`config.mk`:
```
export PLATFORM = sky130hd
export DESIGN_NAME = board_ctrl
export DESIGN_NICKNAME = d
export VERILOG_FILES = /design/src/rtl/minesweeper_pkg.sv /design/src/rtl/lfsr16.sv /design/src/rtl/board_ctrl.sv
export SDC_FILE = /design/constraint.sdc
export NUM_CORES = 1
export LEC_CHECK = 0
export CAP_MARGIN = 20
export CELL_PAD_IN_SITES_DETAIL_PLACEMENT = 1
export CELL_PAD_IN_SITES_GLOBAL_PLACEMENT = 1
export CORE_UTILIZATION = 55
export CTS_CLUSTER_DIAMETER = 80
export DETAILED_ROUTE_END_ITERATION = 10
export HOLD_SLACK_MARGIN = 0.05
export PLACE_DENSITY = 0.93
export SLEW_MARGIN = 30
export SYNTH_ARGS = -nofsm -noshare
export SYNTH_HDL_FRONTEND = slang
export SYNTH_SLANG_ARGS = --single-unit
```
`constraint.sdc`:
```
create_clock -name clk -period 10.1 [get_ports clk]
set_clock_uncertainty 0.1 [all_clocks]
set_input_delay 1.515 -clock clk [delete_from_list [all_inputs] [get_ports clk]]
set_output_delay 1.515 -clock clk [all_outputs]
set_load 0.02 [all_outputs]
```
`src/rtl/minesweeper_pkg.sv`:
```
// Shared definitions for the Minesweeper board controller.
//   - command op codes and game_state encodings
//   - cell field widths and rd_cell bit positions
//   - controller FSM state type and encodings
//   - neighbour scan direction helper
package minesweeper_pkg;

   // Command op codes (cmd_op)
   localparam logic [1:0] OP_NOP      = 2'd0;
   localparam logic [1:0] OP_REVEAL   = 2'd1;
   localparam logic [1:0] OP_FLAG     = 2'd2;
   localparam logic [1:0] OP_NEW_GAME = 2'd3;

   // game_state encodings
   localparam logic [1:0] GS_IDLE = 2'd0;
   localparam logic [1:0] GS_PLAY = 2'd1;
   localparam logic [1:0] GS_WON  = 2'd2;
   localparam logic [1:0] GS_LOST = 2'd3;

   // rd_cell layout: {revealed, flagged, mine, count[3:0]}
   localparam int CELL_W       = 7;
   localparam int CNT_W        = 4;
   localparam int BIT_REVEALED = 6;
   localparam int BIT_FLAGGED  = 5;
   localparam int BIT_MINE     = 4;

   // Controller FSM
   typedef logic [2:0] fsm_state_t;
   localparam fsm_state_t S_IDLE  = 3'd0;
   localparam fsm_state_t S_CLEAR = 3'd1;
   localparam fsm_state_t S_PLACE = 3'd2;
   localparam fsm_state_t S_PLAY  = 3'd3;
   localparam fsm_state_t S_SCAN  = 3'd4;
   localparam fsm_state_t S_WRITE = 3'd5;
   localparam fsm_state_t S_DONE  = 3'd6;

   // Neighbour visited at each scan step, order NW, N, NE, W, E, SW, S, SE.
   // Returns {x_dec, x_inc, y_dec, y_inc}; y grows downwards.
   function automatic logic [3:0] nb_dir(input logic [2:0] step);
      logic [3:0] d;
      case (step)
         3'd0:    d = 4'b1010; // NW
         3'd1:    d = 4'b0010; // N
         3'd2:    d = 4'b0110; // NE
         3'd3:    d = 4'b1000; // W
         3'd4:    d = 4'b0100; // E
         3'd5:    d = 4'b1001; // SW
         3'd6:    d = 4'b0001; // S
         default: d = 4'b0101; // SE
      endcase
      return d;
   endfunction

endpackage

```
`src/rtl/lfsr16.sv`:
```
// 16-bit Fibonacci LFSR, polynomial x^16 + x^14 + x^13 + x^11 + 1.
// Free-running: advances every clock from reset.
// Ports:
//   clk   in   system clock
//   rst   in   asynchronous active-low reset (loads SEED)
//   state out  current 16-bit LFSR value
module lfsr16 #(
   parameter logic [15:0] SEED = 16'hACE1
) (
   input  logic        clk,
   input  logic        rst,
   output logic [15:0] state
);

   logic [15:0] state_reg;
   logic        fb;

   // Right-shifting form: taps 16,14,13,11 land on bits 0,2,3,5.
   assign fb = state_reg[0] ^ state_reg[2] ^ state_reg[3] ^ state_reg[5];

   always_ff @(posedge clk or negedge rst) begin
      if (!rst) begin
         state_reg <= SEED;
      end else begin
         state_reg <= {fb, state_reg[15:1]};
      end
   end

   assign state = state_reg;

endmodule

```
`src/rtl/board_ctrl.sv`:
```
// Minesweeper game controller: owns per-cell state (mine, revealed, flagged,
// neighbour count), places mines from a free-running LFSR, serialises
// REVEAL / FLAG / NEW_GAME commands and computes neighbour counts one
// neighbour per cycle.
// Ports:
//   clk         in   system clock
//   rst         in   asynchronous active-low reset
//   cmd_valid   in   command request
//   cmd_ready   out  command accepted this cycle when high with cmd_valid
//   cmd_op      in   0 NOP, 1 REVEAL, 2 FLAG, 3 NEW_GAME
//   cmd_x/y     in   target cell
//   rd_x/y      in   renderer query cell
//   rd_cell     out  {revealed, flagged, mine, count[3:0]}, combinational
//   game_state  out  0 IDLE, 1 PLAY, 2 WON, 3 LOST
//   flags_left  out  two's complement, NUM_MINES minus flags placed
//   busy        out  internal sequence running (= !cmd_ready)
module board_ctrl
   import minesweeper_pkg::*;
#(
   parameter int          GRID_W    = 8,
   parameter int          GRID_H    = 8,
   parameter int          NUM_MINES = 10,
   parameter logic [15:0] LFSR_SEED = 16'hACE1
) (
   input  logic                      clk,
   input  logic                      rst,
   input  logic                      cmd_valid,
   output logic                      cmd_ready,
   input  logic [1:0]                cmd_op,
   input  logic [$clog2(GRID_W)-1:0] cmd_x,
   input  logic [$clog2(GRID_H)-1:0] cmd_y,
   input  logic [$clog2(GRID_W)-1:0] rd_x,
   input  logic [$clog2(GRID_H)-1:0] rd_y,
   output logic [6:0]                rd_cell,
   output logic [1:0]                game_state,
   output logic [7:0]                flags_left,
   output logic                      busy
);

   localparam int XW    = $clog2(GRID_W);
   localparam int YW    = $clog2(GRID_H);
   localparam int IW    = XW + YW;
   localparam int CELLS = GRID_W * GRID_H;
   localparam int CW    = $clog2(CELLS + 1);

   localparam logic [CW-1:0] MINES_C  = CW'(NUM_MINES);
   localparam logic [CW-1:0] SAFE_C   = CW'(CELLS - NUM_MINES);
   localparam logic [IW-1:0] LAST_IDX = IW'(CELLS - 1);
   localparam logic [XW-1:0] X_MAX    = XW'(GRID_W - 1);
   localparam logic [YW-1:0] Y_MAX    = YW'(GRID_H - 1);

   // ---------------- LFSR ----------------
   logic [15:0]   lfsr;
   logic [IW-1:0] place_idx;
   logic          unused_lfsr;

   lfsr16 #(.SEED(LFSR_SEED)) u_lfsr (
      .clk   (clk),
      .rst   (rst),
      .state (lfsr)
   );

   assign place_idx   = lfsr[IW-1:0];
   assign unused_lfsr = ^lfsr[15:IW];

   // ---------------- control registers ----------------
   fsm_state_t    state_reg, state_next;
   logic [1:0]    game_reg, game_next;
   logic [IW-1:0] clr_idx_reg, clr_idx_next;
   logic [CW-1:0] placed_reg, placed_next, placed_inc;
   logic [2:0]    scan_reg, scan_next;
   logic [3:0]    sum_reg, sum_next;
   logic [XW-1:0] tx_reg, tx_next;
   logic [YW-1:0] ty_reg, ty_next;
   logic [CW-1:0] revealed_cnt_reg, revealed_cnt_next, rev_inc;
   logic [7:0]    flag_cnt_reg, flag_cnt_next;

   // ---------------- cell storage ----------------
   logic [CELLS-1:0] mine_vec, rev_vec, flag_vec;
   logic [3:0]       cnt_mem [CELLS];

   // Single write port into the cell array, driven by the FSM.
   logic [IW-1:0] cell_idx;
   logic          op_clear, op_place, op_reveal, op_flag, op_count;

   genvar gi;
   generate
      for (gi = 0; gi < CELLS; gi++) begin : g_cell
         logic       mine_reg, rev_reg, flag_reg;
         logic [3:0] cnt_reg;
         logic       sel;

         assign sel = (cell_idx == IW'(gi));

         always_ff @(posedge clk or negedge rst) begin
            if (!rst) begin
               mine_reg <= 1'b0;
               rev_reg  <= 1'b0;
               flag_reg <= 1'b0;
               cnt_reg  <= 4'd0;
            end else if (sel) begin
               if (op_clear) begin
                  mine_reg <= 1'b0;
                  rev_reg  <= 1'b0;
                  flag_reg <= 1'b0;
                  cnt_reg  <= 4'd0;
               end else begin
                  if (op_place)  mine_reg <= 1'b1;
                  if (op_reveal) rev_reg  <= 1'b1;
                  if (op_flag)   flag_reg <= ~flag_reg;
                  if (op_count)  cnt_reg  <= sum_reg;
               end
            end
         end

         assign mine_vec[gi] = mine_reg;
         assign rev_vec[gi]  = rev_reg;
         assign flag_vec[gi] = flag_reg;
         assign cnt_mem[gi]  = cnt_reg;
      end
   endgenerate

   // ---------------- read port ----------------
   logic [IW-1:0] rd_idx;
   assign rd_idx  = {rd_y, rd_x};
   assign rd_cell = {rev_vec[rd_idx], flag_vec[rd_idx], mine_vec[rd_idx], cnt_mem[rd_idx]};

   // ---------------- neighbour scan ----------------
   logic [3:0]    dir;
   logic [XW-1:0] nb_x;
   logic [YW-1:0] nb_y;
   logic          nb_on, nb_hit;

   always_comb begin
      dir  = nb_dir(scan_reg);
      nb_x = tx_reg;
      nb_y = ty_reg;
      if (dir[3])      nb_x = tx_reg - 1'b1;
      else if (dir[2]) nb_x = tx_reg + 1'b1;
      if (dir[1])      nb_y = ty_reg - 1'b1;
      else if (dir[0]) nb_y = ty_reg + 1'b1;
      // Off-board neighbours would wrap; mask them instead.
      nb_on  = !(dir[3] && tx_reg == '0) && !(dir[2] && tx_reg == X_MAX) &&
               !(dir[1] && ty_reg == '0) && !(dir[0] && ty_reg == Y_MAX);
      nb_hit = nb_on && mine_vec[{nb_y, nb_x}];
   end

   // ---------------- FSM ----------------
   logic          accept;
   logic [IW-1:0] cmd_idx, tgt_idx;

   assign cmd_ready  = (state_reg == S_IDLE) || (state_reg == S_PLAY) || (state_reg == S_DONE);
   assign busy       = !cmd_ready;
   assign accept     = cmd_valid && cmd_ready;
   assign cmd_idx    = {cmd_y, cmd_x};
   assign tgt_idx    = {ty_reg, tx_reg};
   assign placed_inc = placed_reg + 1'b1;
   assign rev_inc    = revealed_cnt_reg + 1'b1;
   assign game_state = game_reg;
   assign flags_left = 8'(NUM_MINES) - flag_cnt_reg;

   always_comb begin
      state_next        = state_reg;
      game_next         = game_reg;
      clr_idx_next      = clr_idx_reg;
      placed_next       = placed_reg;
      scan_next         = scan_reg;
      sum_next          = sum_reg;
      tx_next           = tx_reg;
      ty_next           = ty_reg;
      revealed_cnt_next = revealed_cnt_reg;
      flag_cnt_next     = flag_cnt_reg;
      cell_idx          = cmd_idx;
      op_clear          = 1'b0;
      op_place          = 1'b0;
      op_reveal         = 1'b0;
      op_flag           = 1'b0;
      op_count          = 1'b0;

      case (state_reg)
         S_IDLE, S_DONE: begin
            if (accept && cmd_op == OP_NEW_GAME) begin
               state_next   = S_CLEAR;
               clr_idx_next = '0;
               game_next    = GS_IDLE;
            end
         end
         S_PLAY: begin
            if (accept) begin
               case (cmd_op)
                  OP_REVEAL: begin
                     if (!rev_vec[cmd_idx] && !flag_vec[cmd_idx]) begin
                        if (mine_vec[cmd_idx]) begin
                           op_reveal  = 1'b1;
                           game_next  = GS_LOST;
                           state_next = S_DONE;
                        end else begin
                           tx_next    = cmd_x;
                           ty_next    = cmd_y;
                           scan_next  = 3'd0;
                           sum_next   = 4'd0;
                           state_next = S_SCAN;
                        end
                     end
                  end
                  OP_FLAG: begin
                     if (!rev_vec[cmd_idx]) begin
                        op_flag       = 1'b1;
                        flag_cnt_next = flag_vec[cmd_idx] ? flag_cnt_reg - 8'd1
                                                          : flag_cnt_reg + 8'd1;
                     end
                  end
                  OP_NEW_GAME: begin
                     state_next   = S_CLEAR;
                     clr_idx_next = '0;
                     game_next    = GS_IDLE;
                  end
                  default: ;
               endcase
            end
         end
         S_CLEAR: begin
            cell_idx          = clr_idx_reg;
            op_clear          = 1'b1;
            clr_idx_next      = clr_idx_reg + 1'b1;
            revealed_cnt_next = '0;
            flag_cnt_next     = 8'd0;
            placed_next       = '0;
            if (clr_idx_reg == LAST_IDX) state_next = S_PLACE;
         end
         S_PLACE: begin
            // A draw landing on an existing mine simply retries next cycle.
            cell_idx = place_idx;
            if (!mine_vec[place_idx]) begin
               op_place    = 1'b1;
               placed_next = placed_inc;
               if (placed_inc == MINES_C) begin
                  state_next = S_PLAY;
                  game_next  = GS_PLAY;
               end
            end
         end
         S_SCAN: begin
            sum_next  = sum_reg + {3'b000, nb_hit};
            scan_next = scan_reg + 3'd1;
            if (scan_reg == 3'd7) state_next = S_WRITE;
         end
         S_WRITE: begin
            cell_idx          = tgt_idx;
            op_count          = 1'b1;
            op_reveal         = 1'b1;
            revealed_cnt_next = rev_inc;
            if (rev_inc == SAFE_C) begin
               game_next  = GS_WON;
               state_next = S_DONE;
            end else begin
               state_next = S_PLAY;
            end
         end
         default: state_next = S_IDLE;
      endcase
   end

   always_ff @(posedge clk or negedge rst) begin
      if (!rst) begin
         state_reg        <= S_IDLE;
         game_reg         <= GS_IDLE;
         clr_idx_reg      <= '0;
         placed_reg       <= '0;
         scan_reg         <= 3'd0;
         sum_reg          <= 4'd0;
         tx_reg           <= '0;
         ty_reg           <= '0;
         revealed_cnt_reg <= '0;
         flag_cnt_reg     <= 8'd0;
      end else begin
         state_reg        <= state_next;
         game_reg         <= game_next;
         clr_idx_reg      <= clr_idx_next;
         placed_reg       <= placed_next;
         scan_reg         <= scan_next;
         sum_reg          <= sum_next;
         tx_reg           <= tx_next;
         ty_reg           <= ty_next;
         revealed_cnt_reg <= revealed_cnt_next;
         flag_cnt_reg     <= flag_cnt_next;
      end
   end

endmodule

```
==> impl_results.md, run 1 <==
* Run status: complete, no violations
* Power Density at 264.1 nW/um^2
* Min cycle time layout at 6625 ps
* Inserted Clock Buffers at 55
* # fillers at 4830
* Post-CTS Hold Fix Bufs at 0
* PostCTS Resize Cnt at 0
* Gr ovfl total at 0
* FF+latch count, synth at 510
* # DRC at 0
* FF-to-FF End: sum_reg[3]
* Syn_nets at 2357
* Seq/Total Area, Yosys at 0.4568
* Max layer used: met5
* Ports at 36
* Ys Warns at 0
* Die area at 51740 sq um
* Post-DRT Antenna Nets at 0
* Number of synthesized flops with an enable pin at 0
* Placed cell area at 28650 sq um
* Start of the worst register-to-register path: scan_reg[0]
* Cell accounting for the most synthesized area: dfrtp_1
* Final setup fails at 0
* Final Cell Area at 30610 sq um
* Initial Utilization at 0.5573
* Min-Delay Path Class: reg -> reg
* Max-cap violations at 0
* Cell area after synthesis at 27960 sq um
* Drt first pass iters at 8
* Primary FF master, synth: dfrtp_1
* Clock Sinks at 510
* Setup TNS at 0 ps
* Worst skew pair latency at 670 ps
* H-Tree Depth at 2
* Buffers on Ports at 35
* Setup CP Type: in -> out
* CP Data Arrival Time at 5010 ps
* FF-to-FF setup slack at 4930 ps
* Core area at 50170 sq um
* Clk slew on worst S/H paths at 60 ps
* Via count at 21.91k
* Vias per cell at 7.321
* # Post-CTS Setup Buffers at 0
* Area of the multi-input gates at 14350 sq um
* CP max FO at 72
* Layout cells sized above 1 at 0.2957
* Unrepaired setup endpoints after global routing: no
* Slew Viols, Final at 0
* Async set or reset register ratio after synthesis at 1.000
* Global Route Usage Sum at 0.3981
* Commonest non-fill, non-tap cell in the layout: dfrtp_1
* Register area at 12770 sq um
* Final Hold Viols at 0
* Clk buf depth at 3
* Commonest cells after routing, fill and taps aside: 501 x dfrtp_1, 281 x nor2_1, 277 x mux2_2
* Req. time, crit path at 8490 ps
* Die height at 227.5 um
* Hold Slack at 248.6 ps
* LEAKAGE at 13.53 nW
* Maximum VDD drop at 0.2084 mV
* Worst setup SP type: input port
* Antenna violations before repair at 2
* Final Cycle Share at 0.6559
* Final Wtd Congestion at 0.9682
* CTS tree: done
* Yosys cell types at 78
* Detailed-route wire length at 99.13 mm
* Number of flip-flops in the largest register at 256
* Post-DP HPWL at 64.65 mm
* First-pass GRT wire length at 152.0 mm
* Measured slew at the worst slew-check pin at 1011 ps
* Wire per inst at 33.12 um
* Worst setup path start: rd_x[1]
* First DRT Iteration DRCs at 2968
* CTS root buffer: clkbuf_16
* Crit. End Element: output port
* Slew margin rel. at 0.3237
* Min-delay src: u_lfsr.state[9]
* Die width at 227.5 um
* Area share of the largest cell type after synthesis at 0.4493
* CP endpoint: rd_cell[5]
* Vias in the first global route at 23.44k
* Detail Route met2 WL at 46.66 mm
* Max Clk Rate at 0.1509 GHz
* Met3 Wirelength at 9.467 mm
* Fin util at 0.6102
* FF-to-FF path depth at 14
* Num rows at 82
* Largest net degree at the start of global routing at 172
* Syn Area/Cell at 12.09 sq um
* Nets at 2323
* Top cells by area, synth: dfrtp_1 45%, mux4_2 16%, mux2_2 11%
* Met1 WL at 36.21 mm
* Syn Inst Count at 2312
* Synth-to-layout area growth at 9.492%
-- worst min-delay path by stage --
| stage | endpoint | slack [ps] | depth (start not counted) |
|---|---|---|---|
| finish | u_lfsr.state[8] | 250 | 0 |
| global route | u_lfsr.state[8] | 260 | 0 |
| CTS | u_lfsr.state[8] | 250 | 0 |
| detailed placement | u_lfsr.state[7] | 240 | 0 |
| global placement | u_lfsr.state[7] | 240 | 0 |
| floorplan | u_lfsr.state[8] | 230 | 0 |
-- critical path: stages --
cell and delay (ps):
buf_6 610, buf_4 700, mux4_2 420, mux4_2 560, mux4_2 560, clkdlybuf4s50_1 560
-- routing by layer --
layer  track usage  vias up
li1              -     8575
met1        0.5209    11315
met2        0.6263     1549
met3       0.07357      470
met4        0.2323        2
met5      0.002846        -
-- report_power, final --
group,internal (mW),switching [mW]
sequential,2.40,0.460
clock,1.24,0.923
combinational,1.04,2.02
-- cell families after synthesis --
group                      synth area share
muxes                                0.2922
DFF                                  0.4568
xor gates and xnor gates           0.008458
adders and majority gates           0.01280
AOI/OAI and AO/OA                    0.1101
and+or+nand+nor                     0.08807
buffers and inverters               0.03146
-- area by class of cell --
class | instances | share of cell area
Clock buffer | 76 | 0.05113
Multi-Input combinational cell | 1620 | 0.4688
Clock inverter | 23 | 0.01010
Antenna cell | 1 | 0.00008175
Inverter | 18 | 0.002207
Timing Repair Buffer | 73 | 0.02293
Sequential cell | 510 | 0.4173
Tap cell | 672 | 0.02747
-- per-stage QoR --
step	total power [mW]	worst slack, ps	instances
floorplan	4.748	4407	2312
global placement	5.500	3528	2890
detailed placement	5.733	3376	2890
CTS	7.940	3355	2989
global route	8.330	3391	2992
finish	8.083	3475	2993
-- Yosys cell counts (all sizes together) (7+ instances only) --
cell and count:
nor3 9, a22o 10, inv 18, dfrtp 502, o31ai 39, mux2 277
a31oi 35, xnor2 13, a21oi 241, a22oi 19, o21ai 70, dfstp 8
and2 13, nor2b 16, a221oi 9, buf 67, clkbuf 93, nand3 28
and3 14, nand2 146, a211oi 15, xor2 14, nor2 286, mux2i 27
ha 27, or2 7, nand4 9, nand2b 13, mux4 210
Power figures use the tool's default switching activity.
==> run 2, diff against run 1 <==
--- a/config.mk
+++ b/config.mk
@@ -8,11 +8,11 @@
 export CAP_MARGIN = 20
 export CELL_PAD_IN_SITES_DETAIL_PLACEMENT = 1
 export CELL_PAD_IN_SITES_GLOBAL_PLACEMENT = 1
-export CORE_UTILIZATION = 55
+export CORE_UTILIZATION = 47
 export CTS_CLUSTER_DIAMETER = 80
 export DETAILED_ROUTE_END_ITERATION = 10
 export HOLD_SLACK_MARGIN = 0.05
-export PLACE_DENSITY = 0.93
+export PLACE_DENSITY = 0.85
 export SLEW_MARGIN = 30
 export SYNTH_ARGS = -nofsm -noshare
 export SYNTH_HDL_FRONTEND = slang
==> constraint.sdc (replaced) <==
create_clock -name clk -period 5.75 [get_ports clk]
set_clock_uncertainty 0.1 [all_clocks]
set_input_delay 0.8625 -clock clk [delete_from_list [all_inputs] [get_ports clk]]
set_output_delay 0.8625 -clock clk [all_outputs]
set_load 0.02 [all_outputs]
==> impl_results.md, run 2 (same netlist as run 1, synthesis figures left out) <==
* Register area at 12770 sq um (about the same)
* Final setup fails at 0 (unchanged)
* Hold Slack at 123.9 ps (was 248.6 ps)
* # Post-CTS Setup Buffers at 0 (unchanged)
* Die area at 60460 sq um (was 51740 sq um)
* CP max FO at 20 (was 72)
* Nets at 2360 (was 2323)
* Post-DP HPWL at 64.50 mm (was 64.65 mm)
* Number of flip-flops in the largest register at 256 (unchanged)
* Total design power at 14.29 mW (was 8.083 mW)
* Post-CTS Hold Fix Bufs at 0 (unchanged)
* Largest net degree at the start of global routing at 157 (was 172)
* Commonest cells after routing, fill and taps aside: 502 x dfrtp_1, 281 x nor2_1, 277 x mux2_2 (was 501 x dfrtp_1, 281 x nor2_1, 277 x mux2_2)
* Unrepaired setup endpoints after global routing: no (unchanged)
* CTS root buffer: clkbuf_16 (unchanged)
* First DRT Iteration DRCs at 2250 (was 2968)
* Measured slew at the worst slew-check pin at 998.2 ps (was 1011 ps)
* Cell Count Post-Placement at 3030 (was 2890)
* Fin util at 0.5282 (was 0.6102)
* Ports at 36 (unchanged)
* Slew Viols, Final at 0 (unchanged)
* Power Density at 459.2 nW/um^2 (was 264.1 nW/um^2)
* CP Data Arrival Time at 5400 ps (was 5010 ps)
* Num rows at 89 (was 82)
* Drt first pass iters at 5 (was 8)
* Post-DRT Antenna Nets at 0 (unchanged)
* Final worst slack at 780.9 ps (was 3475 ps)
* Detailed-route wire length at 93.49 mm (was 99.13 mm)
* FF-to-FF setup slack at 780 ps (was 4930 ps)
* Final Cycle Share at 0.8642
* LEAKAGE at 13.76 nW (was 13.53 nW)
* Post-Place Setup Slack at 662.8 ps (was 3376 ps)
* H-Tree Depth at 2 (unchanged)
* Slew margin rel. at 0.3321 (was 0.3237)
* PostCTS Resize Cnt at 0 (unchanged)
* Global Route Usage Sum at 0.3190 (was 0.3981)
* Commonest non-fill, non-tap cell in the layout: dfrtp_1 (unchanged)
* Max Clk Rate at 0.2012 GHz
* Req. time, crit path at 6180 ps (was 8490 ps)
* Final Hold Viols at 0 (unchanged)
* Via count at 21.21k (was 21.91k)
* Final Wtd Congestion at 0.9658 (was 0.9682)
* Worst skew pair latency at 660 ps (was 670 ps)
* Inserted Clock Buffers at 56 (was 55)
* Die height at 245.9 um (was 227.5 um)
* Placed cell area at 29160 sq um (was 28650 sq um)
* Layout cells sized above 1 at 0.3065 (was 0.2957)
* Antenna violations before repair at 1 (was 2)
* Non-Filler Instances at 3133 (was 2993)
* Run status: complete, no violations (unchanged)
* Vias in the first global route at 22.75k (was 23.44k)
* Crit. End Element: flip-flop (was output port)
* CTS tree: done (unchanged)
* Worst setup SP type: flip-flop (was input port)
* Initial Utilization at 0.4746 (was 0.5573)
* Gr ovfl total at 0 (unchanged)
* # DRC at 0 (unchanged)
* Maximum VDD drop at 0.2969 mV (was 0.2084 mV)
* Min cycle time layout at 4969 ps
* Core area at 58910 sq um (was 50170 sq um)
* Final Cell Area at 31110 sq um (was 30610 sq um)
* Clk buf depth at 3 (unchanged)
* Setup CP Type: reg -> reg (was in -> out)
* Area of the multi-input gates at 14340 sq um (was 14350 sq um)
* Die width at 245.9 um (was 227.5 um)
* Synth-to-layout area growth at 11.28% (was 9.492%)
* Setup TNS at 0 ps (unchanged)
* Wire per inst at 29.84 um (was 33.12 um)
* Max-cap violations at 0 (unchanged)
* # fillers at 5856 (was 4830)
* Vias per cell at 6.769 (was 7.321)
* First-pass GRT wire length at 145.7 mm (was 152.0 mm)
* Buffers on Ports at 35 (unchanged)
* Min-Delay Path Class: in -> async (was reg -> reg)
* Clk slew on worst S/H paths at 60 ps (about the same)
* Clock Sinks at 510 (unchanged)
==> run 2: changes by cell type in the layout (fill, tap and decap cells not counted), sizes merged <==
cell / change
buf: +37
clkbuf: +3
clkinv: -2
clkinvlp: +1
==> run 2: critical path: stages, from the launching register on <==
cell      delay [ps]
dfrtp_1          390
inv_1             80
ha_1             270
or4b_1           660
a211o_1          550
nand2_1          690
a221oi_1         240
a311oi_1         290
a31oi_1          100
a22o_1           280
o31ai_1          310
buf_4            210
ha_1             190
and4_1           220
a21oi_1           80
o22a_1           180
==> run 2: final timing paths <==
check                            startpoint                  end  cells after the start
setup / recovery                scan_reg[0]           sum_reg[3]                     15
hold / removal                          rst        placed_reg[0]                      1
setup reg to reg                scan_reg[0]           sum_reg[3]                     15
hold reg to reg            u_lfsr.state[14]     u_lfsr.state[13]                      0
max in group asynchronous               rst  g_cell[49].flag_reg                      2
min in group clk           u_lfsr.state[14]     u_lfsr.state[13]                      0
==> run 2: layout make-up <==
| class | instances | share of cell area |
|---|---|---|
| flip-flops and latches | 510 | 0.4105 |
| repair buffers | 109 | 0.03278 |
| multi-input cells | 1620 | 0.4608 |
| well taps | 773 | 0.03109 |
| inverters | 18 | 0.002172 |
| clock buffers | 80 | 0.05276 |
| clock inverters | 22 | 0.009853 |
| diodes | 1 | 0.00008043 |
==> run 2: layer usage <==
metal | global-route usage | vias to the layer above | routed length, um
met5 | 0 | - | 12
met3 | 0.06221 | 268 | 7390
met2 | 0.5100 | 1117 | 44900
met1 | 0.4233 | 11149 | 37040
met4 | 0.1398 | 2 | 4152
li1 | - | 8671 | -
==> run 2: power breakdown <==
part	leakage, nW	total, mW	switching (mW)	internal [mW]
Sequential	6.98	4.90	0.678	4.22
Clock	0.966	3.83	1.58	2.26
Combinational	5.81	5.56	3.61	1.95
Total	13.8	14.3	5.86	8.42
==> run 3, diff against run 2 <==
--- a/config.mk
+++ b/config.mk
@@ -5,11 +5,13 @@
 export SDC_FILE = /design/constraint.sdc
 export NUM_CORES = 1
 export LEC_CHECK = 0
+export ABC_CLOCK_PERIOD_IN_PS = 5750
 export CAP_MARGIN = 20
 export CELL_PAD_IN_SITES_DETAIL_PLACEMENT = 1
 export CELL_PAD_IN_SITES_GLOBAL_PLACEMENT = 1
 export CORE_UTILIZATION = 47
 export CTS_CLUSTER_DIAMETER = 80
+export CTS_CLUSTER_SIZE = 24
 export DETAILED_ROUTE_END_ITERATION = 10
 export HOLD_SLACK_MARGIN = 0.05
 export PLACE_DENSITY = 0.85
==> impl_results.md, run 3 (same netlist as run 1, synthesis figures left out) <==
* Placed cell area at 29160 sq um (unchanged)
* Slew Viols, Final at 0 (unchanged)
* H-Tree Depth at 1 (was 2)
* Vias per cell at 6.777 (was 6.769)
* Crit. End Element: flip-flop (unchanged)
* Min cycle time layout at 4965 ps (was 4969 ps)
* Clock power share at 0.188 (was 0.268)
* Synth-to-layout area growth at 7.832% (was 11.28%)
* Post-DP HPWL at 64.50 mm (unchanged)
* Final Wtd Congestion at 0.9658 (unchanged)
* Die area at 60460 sq um (unchanged)
* Clk slew on worst S/H paths at 90 ps (was 60 ps)
* Vias in the first global route at 22.16k (was 22.75k)
* Setup TNS at 0 ps (unchanged)
* Core area at 58910 sq um (unchanged)
* Power Density at 426.2 nW/um^2 (was 459.2 nW/um^2)
* Cell Count Post-Placement at 3030 (unchanged)
* Req. time, crit path at 6190 ps (was 6180 ps)
* First DRT Iteration DRCs at 2115 (was 2250)
* Antenna violations before repair at 0 (was 1)
* Wire per inst at 29.17 um (was 29.84 um)
* # fillers at 5937 (was 5856)
* First-pass GRT wire length at 140.4 mm (was 145.7 mm)
* Slew margin rel. at 0.3231 (was 0.3321)
* Worst skew pair latency at 660 ps (about the same)
* Clk buf depth at 3 (unchanged)
* LEAKAGE at 13.27 nW (was 13.76 nW)
* Non-Filler Instances at 3080 (was 3133)
* Die height at 245.9 um (unchanged)
* Run status: complete, no violations (unchanged)
* Final Cycle Share at 0.8634 (was 0.8642)
* Unrepaired setup endpoints after global routing: no (unchanged)
* Critical path, cell by cell: inv_1 -> ha_1 -> or4b_1 -> a211o_1 -> nand2_1 -> a221oi_1 -> a2111oi_0 -> a211oi_1 -> a211o_1 -> o31ai_1 -> buf_4 -> ha_1 -> ha_1 -> a31oi_1 -> o21ba_2 (was inv_1 -> ha_1 -> or4b_1 -> a211o_1 -> nand2_1 -> a221oi_1 -> a311oi_1 -> a31oi_1 -> a22o_1 -> o31ai_1 -> buf_4 -> ha_1 -> and4_1 -> a21oi_1 -> o22a_1)
* Max Clk Rate at 0.2014 GHz (was 0.2012 GHz)
* CP max FO at 20 (unchanged)
* # diodes at 0 (was 1)
* Post-DRT Antenna Nets at 0 (unchanged)
* Final Cell Area at 30150 sq um (was 31110 sq um)
* CTS tree: done (unchanged)
* Final Hold Viols at 0 (unchanged)
* Drt first pass iters at 5 (unchanged)
* CTS root buffer: clkbuf_16 (unchanged)
* Most used cell, CP: ha_1 (unchanged)
* Worst setup SP type: flip-flop (unchanged)
* Global Route Usage Sum at 0.3052 (was 0.3190)
* Number of flip-flops in the largest register at 256 (unchanged)
* Combinational power share at 0.432 (was 0.389)
* PostCTS Resize Cnt at 0 (unchanged)
* Switching power at 5.650 mW (was 5.864 mW)
* Clock Sinks at 510 (unchanged)
* Buffers on Ports at 35 (unchanged)
* Total design power at 12.85 mW (was 14.29 mW)
* Commonest non-fill, non-tap cell in the layout: dfrtp_1 (unchanged)
* # DRC at 0 (unchanged)
* CP max stage cell: nand2_1 (unchanged)
* Final setup fails at 0 (unchanged)
* Cell Int Power at 7.199 mW (was 8.423 mW)
* # Post-CTS Setup Buffers at 0 (unchanged)
* Measured slew at the worst slew-check pin at 1012 ps (was 998.2 ps)
* Initial Utilization at 0.4746 (unchanged)
* Gr ovfl total at 0 (unchanged)
* Ports at 36 (unchanged)
* Layout cells sized above 1 at 0.2948 (was 0.3065)
* Maximum VDD drop at 0.3058 mV (was 0.2969 mV)
* Detailed-route wire length at 89.85 mm (was 93.49 mm)
* Max-cap violations at 0 (unchanged)
* Sequential power share at 0.379 (was 0.343)
* Setup CP Type: reg -> reg (unchanged)
* Largest net degree at the start of global routing at 157 (unchanged)
* Die width at 245.9 um (unchanged)
* Via count at 20.87k (was 21.21k)
* Post-CTS Hold Fix Bufs at 0 (unchanged)
* Num rows at 89 (unchanged)
* Min-Delay Path Class: in -> async (unchanged)
* Inserted Clock Buffers at 31 (was 56)
* Slowest cell delay on critical path at 700 ps (was 690 ps)
* CP Data Arrival Time at 5400 ps (about the same)
* Sw Ratio at 0.4397 (was 0.4104)
* Hold Slack at 114.2 ps (was 123.9 ps)
* Commonest cells after routing, fill and taps aside: 502 x dfrtp_1, 281 x nor2_1, 277 x mux2_2 (unchanged)
* Nets at 2335 (was 2360)
run 3: area by class of cell:
class | instances | area, sq um | share of cell area
well taps | 773 | 967.2 | 0.03208
repair buffers | 109 | 1020 | 0.03382
clock buffers | 31 | 775.7 | 0.02573
flip-flops and latches | 510 | 12770 | 0.4237
clock inverters | 19 | 210.2 | 0.006972
inverters | 18 | 67.56 | 0.002241
multi-input cells | 1620 | 14340 | 0.4755
run 3: final timing paths:
kind,start,endpoint,slack (ps),cells past startpoint
setup / recovery,scan_reg[0],sum_reg[2],790,15
hold / removal,rst,placed_reg[5],110,1
setup reg to reg,scan_reg[0],sum_reg[2],790,15
hold reg to reg,u_lfsr.state[14],u_lfsr.state[13],260,0
max in group asynchronous,rst,g_cell[21].cnt_reg[3],4060,2
min in group clk,u_lfsr.state[14],u_lfsr.state[13],260,0
run 3: worst max-delay path, delay by kind of cell (launching register included):
kind                     cells  cell delay, ps
adder cells (fa/ha/maj)      3             630
buffers and inverters        2             290
AO/OA/AOI/OAI                8            2070
flip-flops                   1             400
AND/OR/NAND/NOR              2            1350
run 3: stage by stage:
stage               setup slack [ps]    util
floorplan                       1362       -
global placement               719.9  0.4950
detailed placement             662.8  0.4950
CTS                            848.7  0.5118
global route                   517.3  0.5118
finish                         785.4  0.5118
run 3: layer usage:
metal,wire length [um],GRT usage,up-vias
li1,-,-,8591
met1,36230,0.4164,11047
met2,42870,0.4890,1016
met3,6875,0.05097,218
met4,3873,0.1173,0
met5,0,0,-
run 3: power groups by stage:
stage / Sequential (mW) / Combinational [mW] / Clock [mW]
after global placement: 4.82 / 5.16 / 0
after global routing: 4.95 / 5.86 / 2.57
after floorplan: 4.62 / 3.72 / 0
after detailed placement: 4.91 / 5.38 / 0
after CTS: 4.85 / 5.42 / 2.46
final: 4.87 / 5.55 / 2.42
